--- src/rtl/seq_alu_pkg.sv ---
// Shared opcode encodings, muldiv mode select and handshake FSM states for seq_alu.
// No logic lives here; latency and backpressure are owned by the modules that import it.
package seq_alu_pkg;

    localparam logic [3:0] OP_ADD  = 4'h0;
    localparam logic [3:0] OP_SUB  = 4'h1;
    localparam logic [3:0] OP_MUL  = 4'h2;
    localparam logic [3:0] OP_DIV  = 4'h3;
    localparam logic [3:0] OP_SHL1 = 4'h4;
    localparam logic [3:0] OP_SHR1 = 4'h5;
    localparam logic [3:0] OP_ROL1 = 4'h6;
    localparam logic [3:0] OP_ROR1 = 4'h7;
    localparam logic [3:0] OP_AND  = 4'h8;
    localparam logic [3:0] OP_OR   = 4'h9;
    localparam logic [3:0] OP_XOR  = 4'hA;
    localparam logic [3:0] OP_NOR  = 4'hB;
    localparam logic [3:0] OP_NAND = 4'hC;
    localparam logic [3:0] OP_XNOR = 4'hD;
    localparam logic [3:0] OP_GT   = 4'hE;
    localparam logic [3:0] OP_EQ   = 4'hF;

    localparam logic MODE_MUL = 1'b0;
    localparam logic MODE_DIV = 1'b1;

    typedef enum logic [1:0] {
        IDLE,
        MUL,
        DIV,
        DONE
    } state_t;

endpackage

--- src/rtl/seq_alu_muldiv.sv ---
// Iterative shift-add multiplier / restoring divider sharing one hi:lo shift pair.
// Latency: WIDTH cycles after start, done high during the last; no backpressure, caller holds results.
module seq_alu_muldiv
    import seq_alu_pkg::*;
#(
    parameter int WIDTH = 8
) (
    input  logic             clk,
    input  logic             rst_n,
    input  logic             start,
    input  logic             mode,
    input  logic [WIDTH-1:0] a,
    input  logic [WIDTH-1:0] b,
    output logic             done,
    output logic [WIDTH-1:0] prod_lo,
    output logic             hi_nonzero,
    output logic [WIDTH-1:0] quotient
);

    localparam int CW = $clog2(WIDTH + 1);

    logic [CW-1:0]    cnt;
    logic             busy;
    logic             mode_q;
    logic [WIDTH-1:0] hi;
    logic [WIDTH-1:0] lo;
    logic [WIDTH-1:0] opb;

    logic [WIDTH:0]   add_sum;
    logic [WIDTH:0]   trial;
    logic [WIDTH-1:0] next_hi;
    logic [WIDTH-1:0] next_lo;

    // MUL: hi accumulates, lo shifts the multiplier out. DIV: hi is the remainder, lo shifts dividend out / quotient in.
    always_comb begin
        add_sum = {1'b0, hi} + (lo[0] ? {1'b0, opb} : {(WIDTH+1){1'b0}});
        trial   = {hi, lo[WIDTH-1]} - {1'b0, opb};
        next_hi = hi;
        next_lo = lo;
        if (mode_q == MODE_MUL) begin
            next_hi = add_sum[WIDTH:1];
            next_lo = {add_sum[0], lo[WIDTH-1:1]};
        end else if (!trial[WIDTH]) begin
            next_hi = trial[WIDTH-1:0];
            next_lo = {lo[WIDTH-2:0], 1'b1};
        end else begin
            next_hi = {hi[WIDTH-2:0], lo[WIDTH-1]};
            next_lo = {lo[WIDTH-2:0], 1'b0};
        end
    end

    always_ff @(posedge clk or negedge rst_n) begin
        if (!rst_n) begin
            cnt    <= '0;
            busy   <= 1'b0;
            mode_q <= MODE_MUL;
            hi     <= '0;
            lo     <= '0;
            opb    <= '0;
        end else if (start) begin
            cnt    <= CW'(WIDTH - 1);
            busy   <= 1'b1;
            mode_q <= mode;
            hi     <= '0;
            lo     <= a;
            opb    <= b;
        end else if (busy) begin
            hi <= next_hi;
            lo <= next_lo;
            if (cnt == '0) begin
                busy <= 1'b0;
            end else begin
                cnt <= cnt - CW'(1);
            end
        end
    end

    assign done       = busy && (cnt == '0);
    assign prod_lo    = lo;
    assign hi_nonzero = |hi;
    assign quotient   = lo;

endmodule

--- src/rtl/seq_alu.sv ---
// Handshaked WIDTH-bit ALU, 16 opcodes, registered result and flags.
// Latency: 1 cycle after accept (WIDTH+1 for MUL/DIV); holds result in DONE while out_ready is low.
module seq_alu
    import seq_alu_pkg::*;
#(
    parameter int WIDTH = 8
) (
    input  logic             clk,
    input  logic             rst_n,
    input  logic             in_valid,
    output logic             in_ready,
    input  logic [WIDTH-1:0] a,
    input  logic [WIDTH-1:0] b,
    input  logic [3:0]       op,
    output logic             out_valid,
    input  logic             out_ready,
    output logic [WIDTH-1:0] result,
    output logic             carry,
    output logic             zero,
    output logic             div_by_zero
);

    logic rst_meta;
    logic rst_sync_n;

    always_ff @(posedge clk or negedge rst_n) begin
        if (!rst_n) begin
            rst_meta   <= 1'b0;
            rst_sync_n <= 1'b0;
        end else begin
            rst_meta   <= 1'b1;
            rst_sync_n <= rst_meta;
        end
    end

    state_t           state;
    state_t           next_state;
    logic [WIDTH-1:0] a_q;
    logic [WIDTH-1:0] b_q;
    logic [3:0]       op_q;
    logic             accept;

    logic             md_start;
    logic             md_mode;
    logic             md_done;
    logic [WIDTH-1:0] md_prod;
    logic             md_hi_nz;
    logic [WIDTH-1:0] md_quot;

    assign in_ready = (state == IDLE);
    assign accept   = in_valid && in_ready;
    assign md_mode  = (op == OP_DIV) ? MODE_DIV : MODE_MUL;
    assign md_start = accept && ((op == OP_MUL) || ((op == OP_DIV) && (b != '0)));

    seq_alu_muldiv #(
        .WIDTH(WIDTH)
    ) u_muldiv (
        .clk        (clk),
        .rst_n      (rst_sync_n),
        .start      (md_start),
        .mode       (md_mode),
        .a          (a),
        .b          (b),
        .done       (md_done),
        .prod_lo    (md_prod),
        .hi_nonzero (md_hi_nz),
        .quotient   (md_quot)
    );

    // State release waits for the synchronised reset; bundles offered in that two-cycle window are not taken.
    always_ff @(posedge clk or negedge rst_sync_n) begin
        if (!rst_sync_n) begin
            state <= IDLE;
        end else begin
            state <= next_state;
        end
    end

    always_comb begin
        next_state = state;
        case (state)
            IDLE: begin
                if (in_valid) begin
                    if (op == OP_MUL) begin
                        next_state = MUL;
                    end else if ((op == OP_DIV) && (b != '0)) begin
                        next_state = DIV;
                    end else begin
                        next_state = DONE;
                    end
                end
            end
            MUL, DIV: begin
                if (md_done) begin
                    next_state = DONE;
                end
            end
            DONE: begin
                if (out_valid && out_ready) begin
                    next_state = IDLE;
                end
            end
            default: next_state = IDLE;
        endcase
    end

    always_ff @(posedge clk or negedge rst_n) begin
        if (!rst_n) begin
            a_q  <= '0;
            b_q  <= '0;
            op_q <= OP_ADD;
        end else if (accept) begin
            a_q  <= a;
            b_q  <= b;
            op_q <= op;
        end
    end

    logic [WIDTH-1:0] alu_res;
    logic             alu_carry;
    logic             alu_dbz;
    logic [WIDTH:0]   sum;
    logic [WIDTH:0]   diff;

    always_comb begin
        alu_res   = '0;
        alu_carry = 1'b0;
        alu_dbz   = 1'b0;
        sum       = {1'b0, a_q} + {1'b0, b_q};
        diff      = {1'b0, a_q} - {1'b0, b_q};
        case (op_q)
            OP_ADD:  {alu_carry, alu_res} = sum;
            OP_SUB:  {alu_carry, alu_res} = diff;
            OP_MUL: begin
                alu_res   = md_prod;
                alu_carry = md_hi_nz;
            end
            OP_DIV: begin
                if (b_q == '0) begin
                    alu_res = '1;
                    alu_dbz = 1'b1;
                end else begin
                    alu_res = md_quot;
                end
            end
            OP_SHL1: begin
                alu_res   = {a_q[WIDTH-2:0], 1'b0};
                alu_carry = a_q[WIDTH-1];
            end
            OP_SHR1: begin
                alu_res   = {1'b0, a_q[WIDTH-1:1]};
                alu_carry = a_q[0];
            end
            OP_ROL1: begin
                alu_res   = {a_q[WIDTH-2:0], a_q[WIDTH-1]};
                alu_carry = a_q[WIDTH-1];
            end
            OP_ROR1: begin
                alu_res   = {a_q[0], a_q[WIDTH-1:1]};
                alu_carry = a_q[0];
            end
            OP_AND:  alu_res = a_q & b_q;
            OP_OR:   alu_res = a_q | b_q;
            OP_XOR:  alu_res = a_q ^ b_q;
            OP_NOR:  alu_res = ~(a_q | b_q);
            OP_NAND: alu_res = ~(a_q & b_q);
            OP_XNOR: alu_res = ~(a_q ^ b_q);
            OP_GT:   alu_res = {{(WIDTH-1){1'b0}}, (a_q > b_q)};
            OP_EQ:   alu_res = {{(WIDTH-1){1'b0}}, (a_q == b_q)};
            default: alu_res = '0;
        endcase
    end

    // First DONE cycle loads the output registers; they then hold until the handshake.
    always_ff @(posedge clk or negedge rst_n) begin
        if (!rst_n) begin
            out_valid   <= 1'b0;
            result      <= '0;
            carry       <= 1'b0;
            zero        <= 1'b0;
            div_by_zero <= 1'b0;
        end else if ((state == DONE) && !out_valid) begin
            out_valid   <= 1'b1;
            result      <= alu_res;
            carry       <= alu_carry;
            zero        <= (alu_res == '0);
            div_by_zero <= alu_dbz;
        end else if (out_valid && out_ready) begin
            out_valid <= 1'b0;
        end
    end

endmodule

--- config.mk ---
export PLATFORM = sky130hd
export DESIGN_NAME = seq_alu
export DESIGN_NICKNAME = d
export VERILOG_FILES = /design/src/rtl/seq_alu_pkg.sv /design/src/rtl/seq_alu_muldiv.sv /design/src/rtl/seq_alu.sv
export SDC_FILE = /design/constraint.sdc
export NUM_CORES = 1
export LEC_CHECK = 0
export ABC_AREA = 1
export BUFFER_PORTS_ARGS = -buffer_cell sky130_fd_sc_hd__clkbuf_2
export CAP_MARGIN = 0
export CELL_PAD_IN_SITES_DETAIL_PLACEMENT = 1
export CELL_PAD_IN_SITES_GLOBAL_PLACEMENT = 1
export CORE_MARGIN = 4
export CORE_UTILIZATION = 44
export CTS_CLUSTER_SIZE = 28
export DETAILED_ROUTE_END_ITERATION = 6
export PLACE_DENSITY = 0.77
export SKIP_CTS_REPAIR_TIMING = 1
export SLEW_MARGIN = 20
export SYNTH_ARGS = -nofsm -noshare
export SYNTH_HDL_FRONTEND = slang
export SYNTH_SLANG_ARGS = --single-unit
--- constraint.sdc ---
create_clock -name clk -period 1.28 [get_ports clk]
set_input_delay 0.384 -clock clk [delete_from_list [all_inputs] [get_ports clk]]
set_output_delay 0.384 -clock clk [all_outputs]
set_load 0.005 [all_outputs]
==> results.json, run 1 <==
{
  "status": "did not finish",
  "lastStage": "global routing (5_1_grt)",
  "first-error": "[ERROR GRT-0232] Routing congestion too high. Check the congestion heatmap in the GUI.",
  "rows": 40,
  "numCtsBuffers": 9,
  "syn_nets": 929,
  "cts_root_buf": "clkbuf_16",
  "yosys_warnings": 0,
  "grt_max_degree": 33,
  "synth-main-ff-cell": "dfrtp_1",
  "hpwl_um": 21900,
  "start_util_pct": 45.6,
  "synth_edf_count": 0,
  "worst-ep-kind": "register input",
  "io_pins": 37,
  "portBuffers": 36,
  "grt-worst-endpoint": "u_muldiv.hi[7]$_DFFE_PN0P_/D",
  "die_x_um": 120,
  "async_reset_ff_share_pct": 100,
  "ys_seq_elements": 66,
  "track_usage_pct": 84.4,
  "fp.dieH_um": 120,
  "ctsLongestPathBuffers": 2,
  "overflow": 518,
  "place.gp.congestion": 0.993,
  "synth_area_um2": 5570,
  "synth_cells": 858,
  "yosysUniqueCellTypes": 37,
  "clock_sinks": 66,
  "yosysSeqAreaShare_pct": 29.7,
  "syn_area_per_cell_um2": 6.49,
  "htreeDepth": 3
}
## logic make-up after synthesis
family          share of synthesized area, %
mux                                    0.180
buf+inv                                 10.3
other cells                           0.0674
compound gates                          11.4
xor+xnor                                1.57
simple gates                            35.7
fa+ha+maj                               11.1
flops                                   29.7
## synth_stat cells, types with 6 or more instances
cell / n / area share (%)
ha_1: 43 / 9.7
nand4_1: 16 / 1.8
o211ai_1: 6 / 0.81
nand3_1: 68 / 6.1
nor3_1: 8 / 0.72
clkbuf_1: 10 / 0.67
xor2_1: 8 / 1.3
o21ai_0: 58 / 5.2
nand2_1: 297 / 20
nor2_1: 67 / 4.5
a21oi_1: 29 / 2.6
dfrtp_1: 66 / 30
or2_2: 7 / 0.79
inv_1: 122 / 8.2
buf_2: 9 / 0.81
## stage by stage
| stage | setup WS (ns) | instances | util (%) | area (um^2) | setup TNS [ns] |
|---|---|---|---|---|---|
| 2_1_floorplan | -0.612 | 858 | - | 5870 | -12.08 |
| 3_3_place_gp | -0.822 | 1238 | 62.6 | 7640 | -23.41 |
| 3_5_place_dp | -0.900 | 1238 | 62.6 | 7640 | -28.40 |
| 4_1_cts | -1.29 | 1254 | 65.3 | 7980 | -33.11 |
## layer usage
metal | track usage [%] | overflow
met2 | 105 | 343
met5 | 6.62 | 1
met4 | 97.5 | 166
met1 | 79.8 | 4
met3 | 65.2 | 4
==> inputs of run 2 (changes only) <==
Settings changed: CELL_PAD_IN_SITES_DETAIL_PLACEMENT 1 to not set, CELL_PAD_IN_SITES_GLOBAL_PLACEMENT 1 to not set, CORE_UTILIZATION 44 to 40, CTS_CLUSTER_SIZE 28 to not set, PLACE_DENSITY 0.77 to not set, PLACE_DENSITY_LB_ADDON set to 0.15.
==> results.json, run 2 <==
{
  "final_cell_mix": "nand2_1 (234), buf_4 (187), inv_1 (89)",
  "post-route-min-period_ns": 2.09,
  "timing.rr.end": "zero",
  "max_stage_delay_ns": 0.43,
  "die_x_um": 126,
  "yosys_warnings": 0,
  "vdd_ir_drop_max_uv": 1810,
  "setup_viol": 63,
  "vias": 6745,
  "cap_violations": 0,
  "hold_class": "input port to asynchronous set/reset pin",
  "synth_cells": 858,
  "synth-main-ff-cell": "dfrtp_1",
  "htreeDepth": 3,
  "fp.dieH_um": 126,
  "skew_ns": 0.0104,
  "start_util_pct": 41.4,
  "reg2regPathDepth": 13,
  "ctsLongestPathBuffers": 2,
  "hold_ws_ns": -0.0113,
  "synth_area_um2": 5570,
  "overflow": 0,
  "power_uw": 28600,
  "cp.arrival_ns": 2.37,
  "critPathKind": "flop to flop",
  "ys_seq_elements": 66,
  "io_pins": 37,
  "drc": 0,
  "syn_area_per_cell_um2": 6.49,
  "crit_chain": "inv_2, ha_4, inv_4, fa_2, xor2_1, o22ai_1, nor2_1, nand2_1, nand2_2, nand2_1, nor2_1, nand3_1, nand2_1",
  "syn_nets": 929,
  "first_iter_violations": 459,
  "hold_viol": 13,
  "violations": "hold timing, setup timing",
  "cts_tree": "built",
  "yosysSeqAreaShare_pct": 29.7,
  "synth_top_cell_area_share_pct": 29.7,
  "synthTopCellsByArea": "dfrtp_1 (30%), nand2_1 (20%), ha_1 (9.7%)",
  "rows": 42,
  "worst_slack_ns": -0.810,
  "end_kind": "flop",
  "path_delay_family": "simple AND/OR/NAND/NOR gates",
  "crit_path_frequent_cell": "nand2_1",
  "drtPass1Iterations": 6,
  "fin_setup_tns_ns": -21.30,
  "worstPathRequired_ns": 1.56,
  "place.gp.congestion": 0.936,
  "ant_nets": 0,
  "status": "finished with violations",
  "drive_gt1_share_pct": 46.4,
  "clock_sinks": 66,
  "grt_pass1_vias": 6050,
  "cp.depth": 13,
  "grt_pass1_wl_um": 30700,
  "numCtsBuffers": 9,
  "clk_pin_slew_ns": 0.06,
  "worst_r2r_startpoint": "a_q[0]",
  "antenna_found_initial": 0,
  "core_um2": 13500,
  "rsz0062_at_grt": "yes",
  "wire_per_inst_um": 16.6,
  "max_freq_mhz": 479,
  "yosysMostFrequentCell": "nand2_1",
  "antennaDiodeCount": 0,
  "drv_slew": 0,
  "synth_largest_area_cell": "dfrtp_1",
  "clk_latency_ns": 0.35,
  "via_per_inst": 5.17,
  "cts_root_buf": "clkbuf_16",
  "area_delta_synth_final_pct": 66.6,
  "path_buf_inv": 2,
  "final_common_cell": "nand2_1",
  "nets": 1194,
  "die-area_um2": 15900,
  "synth_common_cells": "nand2_1 (297), inv_1 (122), nand3_1 (68)",
  "yosysUniqueCellTypes": 37,
  "slowest_stage": "dfrtp_1",
  "async_reset_ff_share_pct": 100,
  "track_usage_pct": 24.0,
  "leakagePower_uw": 0.00479,
  "fin_crit_sh_pct": 163,
  "crit_fanout": 4,
  "wirelength_um": 21600,
  "grt_max_degree": 35,
  "hpwl_um": 15400,
  "p_per_area_nw_per_um2": 3090,
  "synth_edf_count": 0,
  "reg2reg_setup_slack_ns": -0.81,
  "startpoint_type": "flop",
  "portBuffers": 36
}
## run 2: cell counts after synthesis
No cell type changed its count.
## run 2: layout make-up
cell class / instances / area (um^2)
clock buffers: 9 / 225
inverters: 126 / 526
repair buffers: 273 / 2260
clock inverters: 7 / 58.8
multi-input cells: 646 / 4310
well taps: 176 / 220
flip-flops and latches: 66 / 1660
repair inverters: 1 / 8.76
fillers: 1103 / 4180
## run 2: kinds of logic (layout without fill, tap and decap cells)
| family | after synthesis | after routing | share of synthesized area, % |
|---|---|---|---|
| other | 1 | 1 | 0.0674 |
| muxes | 1 | 1 | 0.180 |
| buffers and inverters | 147 | 416 | 10.3 |
| and+or+nand+nor | 475 | 476 | 35.7 |
| AOI/OAI and AO/OA | 111 | 111 | 11.4 |
| adders and majority gates | 47 | 47 | 11.1 |
| xor gates and xnor gates | 10 | 10 | 1.57 |
| DFF | 66 | 66 | 29.7 |
## run 2: power by group
group          internal [uW]  switching (uW)  total (uW)
Clock                   1340            1070        2410
Sequential              3030             828        3860
Combinational          10700           11700       22400
## run 2: how the worst max path moves through the flow
stage                          end           startpoint  slack (ns)
global placement              zero               a_q[0]       -0.74
finish                        zero               a_q[0]       -0.81
floorplan           u_muldiv.hi[4]  u_muldiv.prod_lo[7]       -0.61
CTS                           zero               a_q[0]       -0.78
detailed placement            zero               a_q[0]       -0.76
global route        u_muldiv.hi[5]  u_muldiv.prod_lo[0]       -0.92
## run 2: per-layer routing
layer | track usage, % | vias up | share of wire, %
met5 | 0 | - | 0
met4 | 7.38 | 0 | 4.1
met3 | 3.43 | 68 | 4.6
met2 | 42.2 | 220 | 51
met1 | 30.7 | 3186 | 40
li1 | - | 3271 | -
## run 2: stage by stage
| step | utilization, % | cell area (um^2) | cells | hold slack, ns | setup WS (ns) |
|---|---|---|---|---|---|
| 2_1_floorplan | - | 5870 | 858 | 0.0884 | -0.612 |
| 3_3_place_gp | 56.9 | 7660 | 1245 | 0.161 | -0.744 |
| 3_5_place_dp | 56.9 | 7660 | 1245 | 0.165 | -0.760 |
| 4_1_cts | 59.0 | 7940 | 1261 | -0.00490 | -0.780 |
| 5_1_grt | 68.9 | 9270 | 1304 | 0.0103 | -0.921 |
| 6_report | 68.9 | 9270 | 1304 | -0.0113 | -0.810 |
## run 2: worst reg2reg max path: stages (launching register included)
cell     delay [ns]
dfrtp_1        0.43
inv_2          0.11
ha_4           0.15
inv_4          0.04
fa_2           0.42
xor2_1         0.15
o22ai_1        0.08
nor2_1         0.12
nand2_1        0.07
nand2_2        0.12
nand2_1        0.07
nor2_1         0.10
nand3_1        0.09
nand2_1        0.08
Note: power is estimated with default switching activity, not from simulation.
